**config.mk**
```make
export PLATFORM = sky130hd
export DESIGN_NAME = mult_arbiter_flat
export DESIGN_NICKNAME = d
export VERILOG_FILES = /design/src/rtl/mult_arbiter_if.sv /design/src/rtl/mult_arbiter.sv /design/src/flat_wrapper.sv
export SDC_FILE = /design/constraint.sdc
export NUM_CORES = 1
export LEC_CHECK = 0
export ABC_CLOCK_PERIOD_IN_PS = 2100
export CORE_UTILIZATION = 40
export CTS_CLUSTER_DIAMETER = 150
export DETAILED_ROUTE_END_ITERATION = 12
export PLACE_DENSITY_LB_ADDON = 0.1
export SYNTH_ARGS = -nofsm -noshare
export SYNTH_HDL_FRONTEND = slang
export SYNTH_SLANG_ARGS = --single-unit
```
**constraint.sdc**
```tcl
create_clock -name clk_in -period 2.1 [get_ports clk_in]
set_input_delay 0.42 -clock clk_in [delete_from_list [all_inputs] [get_ports clk_in]]
set_output_delay 0.42 -clock clk_in [all_outputs]
set_load 0.05 [all_outputs]
```
**src/rtl/mult_arbiter_if.sv**
```systemverilog
// Bundle of requester-side and multiplier-side signals for mult_arbiter.
// The slave modport is the arbiter; master is whatever surrounds it.
interface mult_arbiter_if #(
    parameter int NREQ = 4,
    parameter int W    = 4
);
    localparam int IW = (NREQ > 1) ? $clog2(NREQ) : 1;

    logic [NREQ-1:0]   req_valid;
    logic [NREQ*W-1:0] req_x;
    logic [NREQ*W-1:0] req_y;
    logic [NREQ-1:0]   req_ack;
    logic              resp_valid;
    logic [IW-1:0]     resp_id;
    logic [2*W-1:0]    resp_product;
    logic              resp_err;
    logic              busy;
    logic [W-1:0]      mul_x;
    logic [W-1:0]      mul_y;
    logic              mul_start;
    logic [2*W-1:0]    mul_product;
    logic              mul_ready;

    modport slave (
        input  req_valid, req_x, req_y, mul_product, mul_ready,
        output req_ack, resp_valid, resp_id, resp_product, resp_err, busy,
               mul_x, mul_y, mul_start
    );

    modport master (
        output req_valid, req_x, req_y, mul_product, mul_ready,
        input  req_ack, resp_valid, resp_id, resp_product, resp_err, busy,
               mul_x, mul_y, mul_start
    );
endinterface

```
**src/rtl/mult_arbiter.sv**
```systemverilog
// Round-robin sequencer sharing one shift-add multiplier among NREQ lanes,
// with a watchdog that aborts a job when the multiplier stops responding.
module mult_arbiter #(
    parameter int NREQ    = 4,
    parameter int W       = 4,
    parameter int TIMEOUT = 16
) (
    input logic          clk_in,
    input logic          rst_in,
    mult_arbiter_if.slave bus
);
    localparam int IW = (NREQ > 1) ? $clog2(NREQ) : 1;
    localparam int CW = (TIMEOUT > 1) ? $clog2(TIMEOUT) : 1;
    localparam logic [CW-1:0] CNT_LAST = CW'(TIMEOUT - 1);

    typedef enum logic [2:0] {
        IDLE,
        ISSUE,
        WAIT_LOW,
        WAIT_HIGH,
        RESP
    } state_t;

    state_t            state_q, state_d;
    logic [IW-1:0]     rrPtr_q, rrPtr_d;
    logic [IW-1:0]     grant_q, grant_d;
    logic [CW-1:0]     cnt_q, cnt_d;
    logic [NREQ-1:0]   ack_q, ack_d;
    logic              start_q, start_d;
    logic              respValid_q, respValid_d;
    logic [IW-1:0]     respId_q, respId_d;
    logic [2*W-1:0]    respProduct_q, respProduct_d;
    logic              respErr_q, respErr_d;
    logic              busy_q, busy_d;
    logic [W-1:0]      mulX_q, mulX_d;
    logic [W-1:0]      mulY_q, mulY_d;

    logic              found;
    int                pick;

    // Scan lanes starting at the pointer so the last-served lane goes to the back.
    always_comb begin
        found = 1'b0;
        pick  = 0;
        for (int k = 0; k < NREQ; k++) begin
            if (!found && bus.req_valid[(int'(rrPtr_q) + k) % NREQ]) begin
                found = 1'b1;
                pick  = (int'(rrPtr_q) + k) % NREQ;
            end
        end
    end

    always_comb begin
        state_d       = state_q;
        rrPtr_d       = rrPtr_q;
        grant_d       = grant_q;
        cnt_d         = cnt_q;
        ack_d         = '0;
        start_d       = 1'b0;
        respValid_d   = 1'b0;
        respId_d      = respId_q;
        respProduct_d = respProduct_q;
        respErr_d     = respErr_q;
        mulX_d        = mulX_q;
        mulY_d        = mulY_q;

        case (state_q)
            IDLE: begin
                if (bus.mul_ready && found) begin
                    grant_d     = IW'(pick);
                    mulX_d      = bus.req_x[pick*W +: W];
                    mulY_d      = bus.req_y[pick*W +: W];
                    ack_d[pick] = 1'b1;
                    start_d     = 1'b1;
                    rrPtr_d     = IW'((pick + 1) % NREQ);
                    state_d     = ISSUE;
                end
            end
            ISSUE: begin
                cnt_d   = '0;
                state_d = WAIT_LOW;
            end
            WAIT_LOW: begin
                if (!bus.mul_ready) begin
                    cnt_d   = cnt_q + 1'b1;
                    state_d = WAIT_HIGH;
                end else if (cnt_q == CNT_LAST) begin
                    respValid_d   = 1'b1;
                    respId_d      = grant_q;
                    respProduct_d = '0;
                    respErr_d     = 1'b1;
                    state_d       = RESP;
                end else begin
                    cnt_d = cnt_q + 1'b1;
                end
            end
            WAIT_HIGH: begin
                // A result arriving on the final counter cycle still wins.
                if (bus.mul_ready) begin
                    respValid_d   = 1'b1;
                    respId_d      = grant_q;
                    respProduct_d = bus.mul_product;
                    respErr_d     = 1'b0;
                    state_d       = RESP;
                end else if (cnt_q == CNT_LAST) begin
                    respValid_d   = 1'b1;
                    respId_d      = grant_q;
                    respProduct_d = '0;
                    respErr_d     = 1'b1;
                    state_d       = RESP;
                end else begin
                    cnt_d = cnt_q + 1'b1;
                end
            end
            RESP: begin
                state_d = IDLE;
            end
            default: begin
                state_d = IDLE;
            end
        endcase

        busy_d = (state_d != IDLE);
    end

    always_ff @(posedge clk_in or negedge rst_in) begin
        if (!rst_in) begin
            state_q       <= IDLE;
            rrPtr_q       <= '0;
            grant_q       <= '0;
            cnt_q         <= '0;
            ack_q         <= '0;
            start_q       <= 1'b0;
            respValid_q   <= 1'b0;
            respId_q      <= '0;
            respProduct_q <= '0;
            respErr_q     <= 1'b0;
            busy_q        <= 1'b0;
            mulX_q        <= '0;
            mulY_q        <= '0;
        end else begin
            state_q       <= state_d;
            rrPtr_q       <= rrPtr_d;
            grant_q       <= grant_d;
            cnt_q         <= cnt_d;
            ack_q         <= ack_d;
            start_q       <= start_d;
            respValid_q   <= respValid_d;
            respId_q      <= respId_d;
            respProduct_q <= respProduct_d;
            respErr_q     <= respErr_d;
            busy_q        <= busy_d;
            mulX_q        <= mulX_d;
            mulY_q        <= mulY_d;
        end
    end

    assign bus.req_ack      = ack_q;
    assign bus.mul_start    = start_q;
    assign bus.resp_valid   = respValid_q;
    assign bus.resp_id      = respId_q;
    assign bus.resp_product = respProduct_q;
    assign bus.resp_err     = respErr_q;
    assign bus.busy         = busy_q;
    assign bus.mul_x        = mulX_q;
    assign bus.mul_y        = mulY_q;
endmodule

```
**src/flat_wrapper.sv**
```systemverilog
// flat-port wrapper written by rule: the top's interface ports become plain ports
module mult_arbiter_flat 
#(
    parameter int NREQ    = 4,
    parameter int W       = 4,
    parameter int TIMEOUT = 16
)
  (clk_in, rst_in, bus_req_valid, bus_req_x, bus_req_y, bus_mul_product, bus_mul_ready, bus_req_ack, bus_resp_valid, bus_resp_id, bus_resp_product, bus_resp_err, bus_busy, bus_mul_x, bus_mul_y, bus_mul_start);
  mult_arbiter_if #(.NREQ(NREQ), .W(W)) bus_i ();
  input logic clk_in;
  input logic rst_in;
  input wire logic [$bits(bus_i.req_valid)-1:0] bus_req_valid;
  input wire logic [$bits(bus_i.req_x)-1:0] bus_req_x;
  input wire logic [$bits(bus_i.req_y)-1:0] bus_req_y;
  input wire logic [$bits(bus_i.mul_product)-1:0] bus_mul_product;
  input wire logic [$bits(bus_i.mul_ready)-1:0] bus_mul_ready;
  output wire logic [$bits(bus_i.req_ack)-1:0] bus_req_ack;
  output wire logic [$bits(bus_i.resp_valid)-1:0] bus_resp_valid;
  output wire logic [$bits(bus_i.resp_id)-1:0] bus_resp_id;
  output wire logic [$bits(bus_i.resp_product)-1:0] bus_resp_product;
  output wire logic [$bits(bus_i.resp_err)-1:0] bus_resp_err;
  output wire logic [$bits(bus_i.busy)-1:0] bus_busy;
  output wire logic [$bits(bus_i.mul_x)-1:0] bus_mul_x;
  output wire logic [$bits(bus_i.mul_y)-1:0] bus_mul_y;
  output wire logic [$bits(bus_i.mul_start)-1:0] bus_mul_start;
  assign bus_i.req_valid = bus_req_valid;
  assign bus_i.req_x = bus_req_x;
  assign bus_i.req_y = bus_req_y;
  assign bus_i.mul_product = bus_mul_product;
  assign bus_i.mul_ready = bus_mul_ready;
  assign bus_req_ack = bus_i.req_ack;
  assign bus_resp_valid = bus_i.resp_valid;
  assign bus_resp_id = bus_i.resp_id;
  assign bus_resp_product = bus_i.resp_product;
  assign bus_resp_err = bus_i.resp_err;
  assign bus_busy = bus_i.busy;
  assign bus_mul_x = bus_i.mul_x;
  assign bus_mul_y = bus_i.mul_y;
  assign bus_mul_start = bus_i.mul_start;
  mult_arbiter #(.NREQ(NREQ), .W(W), .TIMEOUT(TIMEOUT)) u_core (.clk_in(clk_in), .rst_in(rst_in), .bus(bus_i));
endmodule
```
==> results.md, run 1 <==
Status:
- The run finished with clean final reports.

Yosys:
- The sequential cell area fraction in the yosys report is between 50% and 60%.
- In this run, synthesis produced a sequential element count of 37.
- When the netlist entered floorplanning its net count stood at about 220.
- The yosys synthesis warning count is 0.
- After synthesis, the mean cell area works out to approximately 11 sq um.
- Yosys mapped a number of flops with a built-in enable equal to 0.
- Synthesis produced a netlist whose cell count is about 170.
- The share of synthesized registers carrying an async set or reset is 100%.
- In this run, distinct cell masters in the synthesized netlist total 33.
- The total standard cell area after synthesis is around 1800 sq um.
- In the synthesized netlist the dominant register cell turns out to be dfrtp_1.

Floorplanning:
- From bottom edge to top edge, the die measures 69.6 microns.
- The die is 69.6 microns wide.
- In this run the count of I/O pins placed on the die edge is 73.
- The number of cell rows is 24.
- The die covers 4850 sq um.
- The area inside the core boundary is 4380 sq um.
- The effective utilization at floorplan is a little over two fifths.

Finish:
- The growth of design area from synthesis to finish is 61.3%.
- The antenna diode count is 0.
- Of the cells placed in the final design, the portion with a size suffix greater than 1 is just under 20%.
- The final non-filler cell total is about 310.
- The final-stage net count is 310.

Pwr:
- Summed over all cells, the static leakage comes to around 1.4 nW.
- IR analysis of the VDD net gives a maximum drop of slightly below 800 uV.
- In this run the power density over the cells is between 1000 and 1500 nW/um^2.
- After layout, the design draws a total of slightly above 4 mW.

Setup path:
- The setup check on the worst reg-to-reg path leaves a slack of roughly 0.25 ns.
- STA puts the critical path data arrival time at between 1 and 1.5 ns.
- The number of buffers and inverters on the critical path is 1.
- Traced cell by cell, the critical path runs through clkdlybuf4s50_1.
- The maximum fanout along the worst path is 2.
- In this design, the largest share of critical-path delay is due to buffers and inverters.
- STA classifies the critical path startpoint as a register.
- The critical path in this run is classified as reg2out.
- The largest single stage delay on the critical path is slightly above 0.8 ns.
- The endpoint type of the worst setup path is an output port.
- The highest-delay cell along the critical path is clkdlybuf4s50_1.
- The start of the worst register-to-register path is u_core.rrPtr_q[1].
- The number of cells on the worst reg-to-reg path is 5.
- The endpoint identified for the worst register-to-register timing path is u_core.bus.mul_y[1].
- The required time at the endpoint of the critical path is about 1.7 ns.

Timing:
- The post-route clock skew is a little under 0.008 ns.
- Setup violations remaining at the end of the flow were counted as 0.
- Setup repair after global routing left no endpoint under its margin.
- The headroom to the max-slew limit is between 40% and 50%.
- The final worst-path cycle share is around nine tenths.
- The slew of the pin with the lowest slew margin is 0.797 ns.
- The maximum clock frequency is 530 MHz.
- After routing, the total negative slack on setup checks comes to 0 ns.
- The worst path in the final design needs a cycle of roughly 1.9 ns, including I/O delays and setup.
- The final hold violation count came to 0.
- The final max-slew violation count came to 0.

Route:
- Wires add up to between 4 and 5 mm.
- Detailed routing inserted a total of 1,665 vias.
- The detailed router finished its first iteration with 142 violations.
- The number of antenna-violating nets in the routed design is 0.
- The post-route DRC violation count is 0.
- The first TritonRoute pass finished after 4 iterations.
- After detailed routing, the average wire length per cell comes to 15.0 microns.
- The mean number of vias per cell is between 5 and 6.

Global route:
- The number of antenna violations at the first check in global routing was 0.
- The met1 demand-to-capacity share in global routing is approximately a quarter.
- The first global-routing pass estimated about 7.6 mm of wire.
- met2 is the most crowded layer.
- Across every metal layer, demand over resource in global routing totals roughly 20%.
- The number of global-route vias before repair is between 1,500 and 2,000.
- Entering global routing, the biggest net connects 38 pins.
- The total overflow left after global routing is 0.
- The global-route track usage on met2 is about 33%.
- The global-route track usage on met3 is slightly above 6%.

Clocking:
- The H-tree depth reported by CTS is 2.
- The root buffer selected by CTS is clkbuf_8.
- The clock reaches the later pin of the worst-skew pair after 0.28 ns.
- The worst-case clock buffer depth is 2.
- After clock tree synthesis, the clock-pin slew on the worst setup and hold paths is approximately 0.08 ns.
- The number of hold buffers added after CTS was 0.
- The number of clock sinks is 37.
- The total clock buffers created by CTS is 5.
- TritonCTS built the clock tree.

Job:
- The count of maximum capacitance violations is 0.

Placement:
- The number of cells after detailed placement is 301.
- The congestion estimate from routability-driven global placement came to between 0.8 and 0.9.
- The count of buffers inserted at the top-level ports is roughly 70.
- After legalization and detailed placement, the total HPWL measured approximately 3.4 mm.

Min path:
- The worst hold path class is in2async.
-- stage by stage --
| stage | area, sq um | util (%) | hold slack, ns | setup WS [ns] |
|---|---|---|---|---|
| after CTS | 2850 | 65.0 | 0.241 | 0.00849 |
| after global routing | 2950 | 67.3 | 0.284 | 0.160 |
| after floorplan | 1830 | - | 0.124 | 0.197 |
| final | 2950 | 67.3 | 0.211 | 0.213 |
| after detailed placement | 2730 | 62.2 | 0.472 | -0.308 |
| after global placement | 2730 | 62.2 | 0.462 | -0.277 |
-- per-layer routing --
| metal | vias up | part of all wire (%) | wire length [microns] |
|---|---|---|---|
| met5 | - | 0 | 0 |
| met4 | 0 | 0.97 | 45 |
| met3 | 6 | 5.1 | 236 |
| met2 | 61 | 49 | 2310 |
| met1 | 821 | 44 | 2070 |
| li1 | 777 | - | - |
-- synthesized netlist by cell type (2+ instances only) --
library cell	number	area, sq um
buf_4	2	15.0
mux2_2	4	45.0
nand2_1	19	71.3
o221ai_2	5	75.1
nand3_1	4	20.0
buf_6	2	22.5
o221ai_1	4	35.0
nand2b_1	3	18.8
ha_1	5	62.6
nor2b_1	2	12.5
a22o_1	11	96.3
a21oi_1	7	35.0
mux2i_1	16	160
nor3_1	2	10.0
and2_1	4	25.0
nor2_1	8	30.0
clkbuf_1	3	11.3
dfrtp_1	37	926
o21ai_0	4	20.0
inv_1	10	37.5
-- repair_timing --
| action | in CTS | in global routing |
|---|---|---|
| buffers inserted | 0 | 1 |
| resized for setup | 1 | 17 |
| pin swaps | 0 | 1 |
| cloned | 0 | 1 |
| hold endpoints to repair | 0 | 0 |
| setup endpoints to repair | 7 | 8 |
-- registers in the layout, summed over array words and instances (netlist names) --
signal                   count
u_core.cnt_q                 4
u_core.bus.resp_id           2
u_core.bus.resp_err          1
u_core.grant_q               2
u_core.bus.mul_start         1
u_core.bus.mul_x             4
u_core.rrPtr_q               2
u_core.state_q               3
u_core.bus.mul_y             4
u_core.bus.busy              1
u_core.bus.resp_product      8
u_core.bus.req_ack           4
u_core.bus.resp_valid        1
-- final cells by class --
type                    instances  area (sq um)
inverters                      10          37.5
flip-flops and latches         37           926
clock buffers                   6          82.6
clock inverters                 2          37.5
multi-input cells             110           875
well taps                      52          65.1
fillers                       322          1430
repair buffers                 94           927
-- worst max-delay path by stage --
stage | from | to | slack, ns | cells past startpoint
2_1_floorplan | bus_req_valid[0] | u_core.rrPtr_q[1] | 0.20 | 8
3_3_place_gp | bus_mul_ready | u_core.bus.mul_y[3] | -0.28 | 7
3_5_place_dp | bus_req_valid[2] | u_core.bus.mul_y[0] | -0.31 | 7
4_1_cts | bus_req_valid[0] | u_core.bus.mul_y[3] | 0.008 | 7
5_1_grt | u_core.bus.resp_id[1] | bus_resp_id[1] | 0.16 | 1
6_report | u_core.bus.mul_y[1] | bus_mul_y[1] | 0.21 | 1
-- kinds of logic (layout without fill, tap and decap cells) --
family,count (synthesis),in the layout,synth area share (%)
adders and majority gates,5,5,3.42
and+or+nand+nor,45,45,11.5
muxes,20,20,11.2
DFF,37,37,50.6
AOI/OAI and AO/OA,40,40,18.3
buffers and inverters,18,112,4.99
-- where the power goes --
| group | internal [mW] | switching, mW | leakage (nW) |
|---|---|---|---|
| clock network | 0.386 | 0.245 | 0.0574 |
| logic | 0.947 | 1.32 | 0.858 |
| registers | 0.986 | 0.187 | 0.471 |
-- cell usage in the layout (no fill, tap or decap), types with 2 or more instances in the layout --
cell | netlist | layout
mux2i_2 | 0 | 4
clkdlybuf4s50_1 | 0 | 66
buf_4 | 2 | 19
inv_1 | 10 | 10
nand2_1 | 19 | 19
nand3_1 | 4 | 4
a21oi_1 | 7 | 7
nor2b_1 | 2 | 2
nor2_1 | 8 | 8
dlymetal6s2s_1 | 0 | 5
o21ai_0 | 4 | 4
mux2_2 | 4 | 4
ha_1 | 5 | 5
o221ai_1 | 4 | 2
nand2b_1 | 3 | 3
clkbuf_8 | 0 | 6
a22o_1 | 11 | 11
nor3_1 | 2 | 2
mux2i_1 | 16 | 11
o221ai_2 | 5 | 6
dfrtp_1 | 37 | 37
and2_1 | 4 | 4
No activity file was read; power rests on OpenSTA's default activity.
==> inputs of run 2 (changes only) <==
--- a/config.mk
+++ b/config.mk
@@ -8,5 +8,4 @@
 export ABC_CLOCK_PERIOD_IN_PS = 2100
 export CORE_UTILIZATION = 40
-export CTS_CLUSTER_DIAMETER = 150
 export DETAILED_ROUTE_END_ITERATION = 12
 export PLACE_DENSITY_LB_ADDON = 0.1
==> constraint.sdc (replaced) <==
create_clock -name clk_in -period 2.1 [get_ports clk_in]
set_input_delay 0.42 -clock clk_in [delete_from_list [all_inputs] [get_ports clk_in]]
set_output_delay 0.42 -clock clk_in [all_outputs]
set_load 0.01 [all_outputs]
==> results of run 2 <==
The final DEF is identical to that of run 1. Status: complete, no violations.
Among the figures that moved: setup slack after layout 0.213 ns -> 0.254 ns; start point of the critical path u_core.bus.mul_y[1] -> u_core.rrPtr_q[1]; end point of the critical path bus_mul_y[1] -> u_core.bus.mul_y[1]; total power 4.07 mW -> 3.50 mW; worst IR drop on VDD 780 uV -> 643 uV
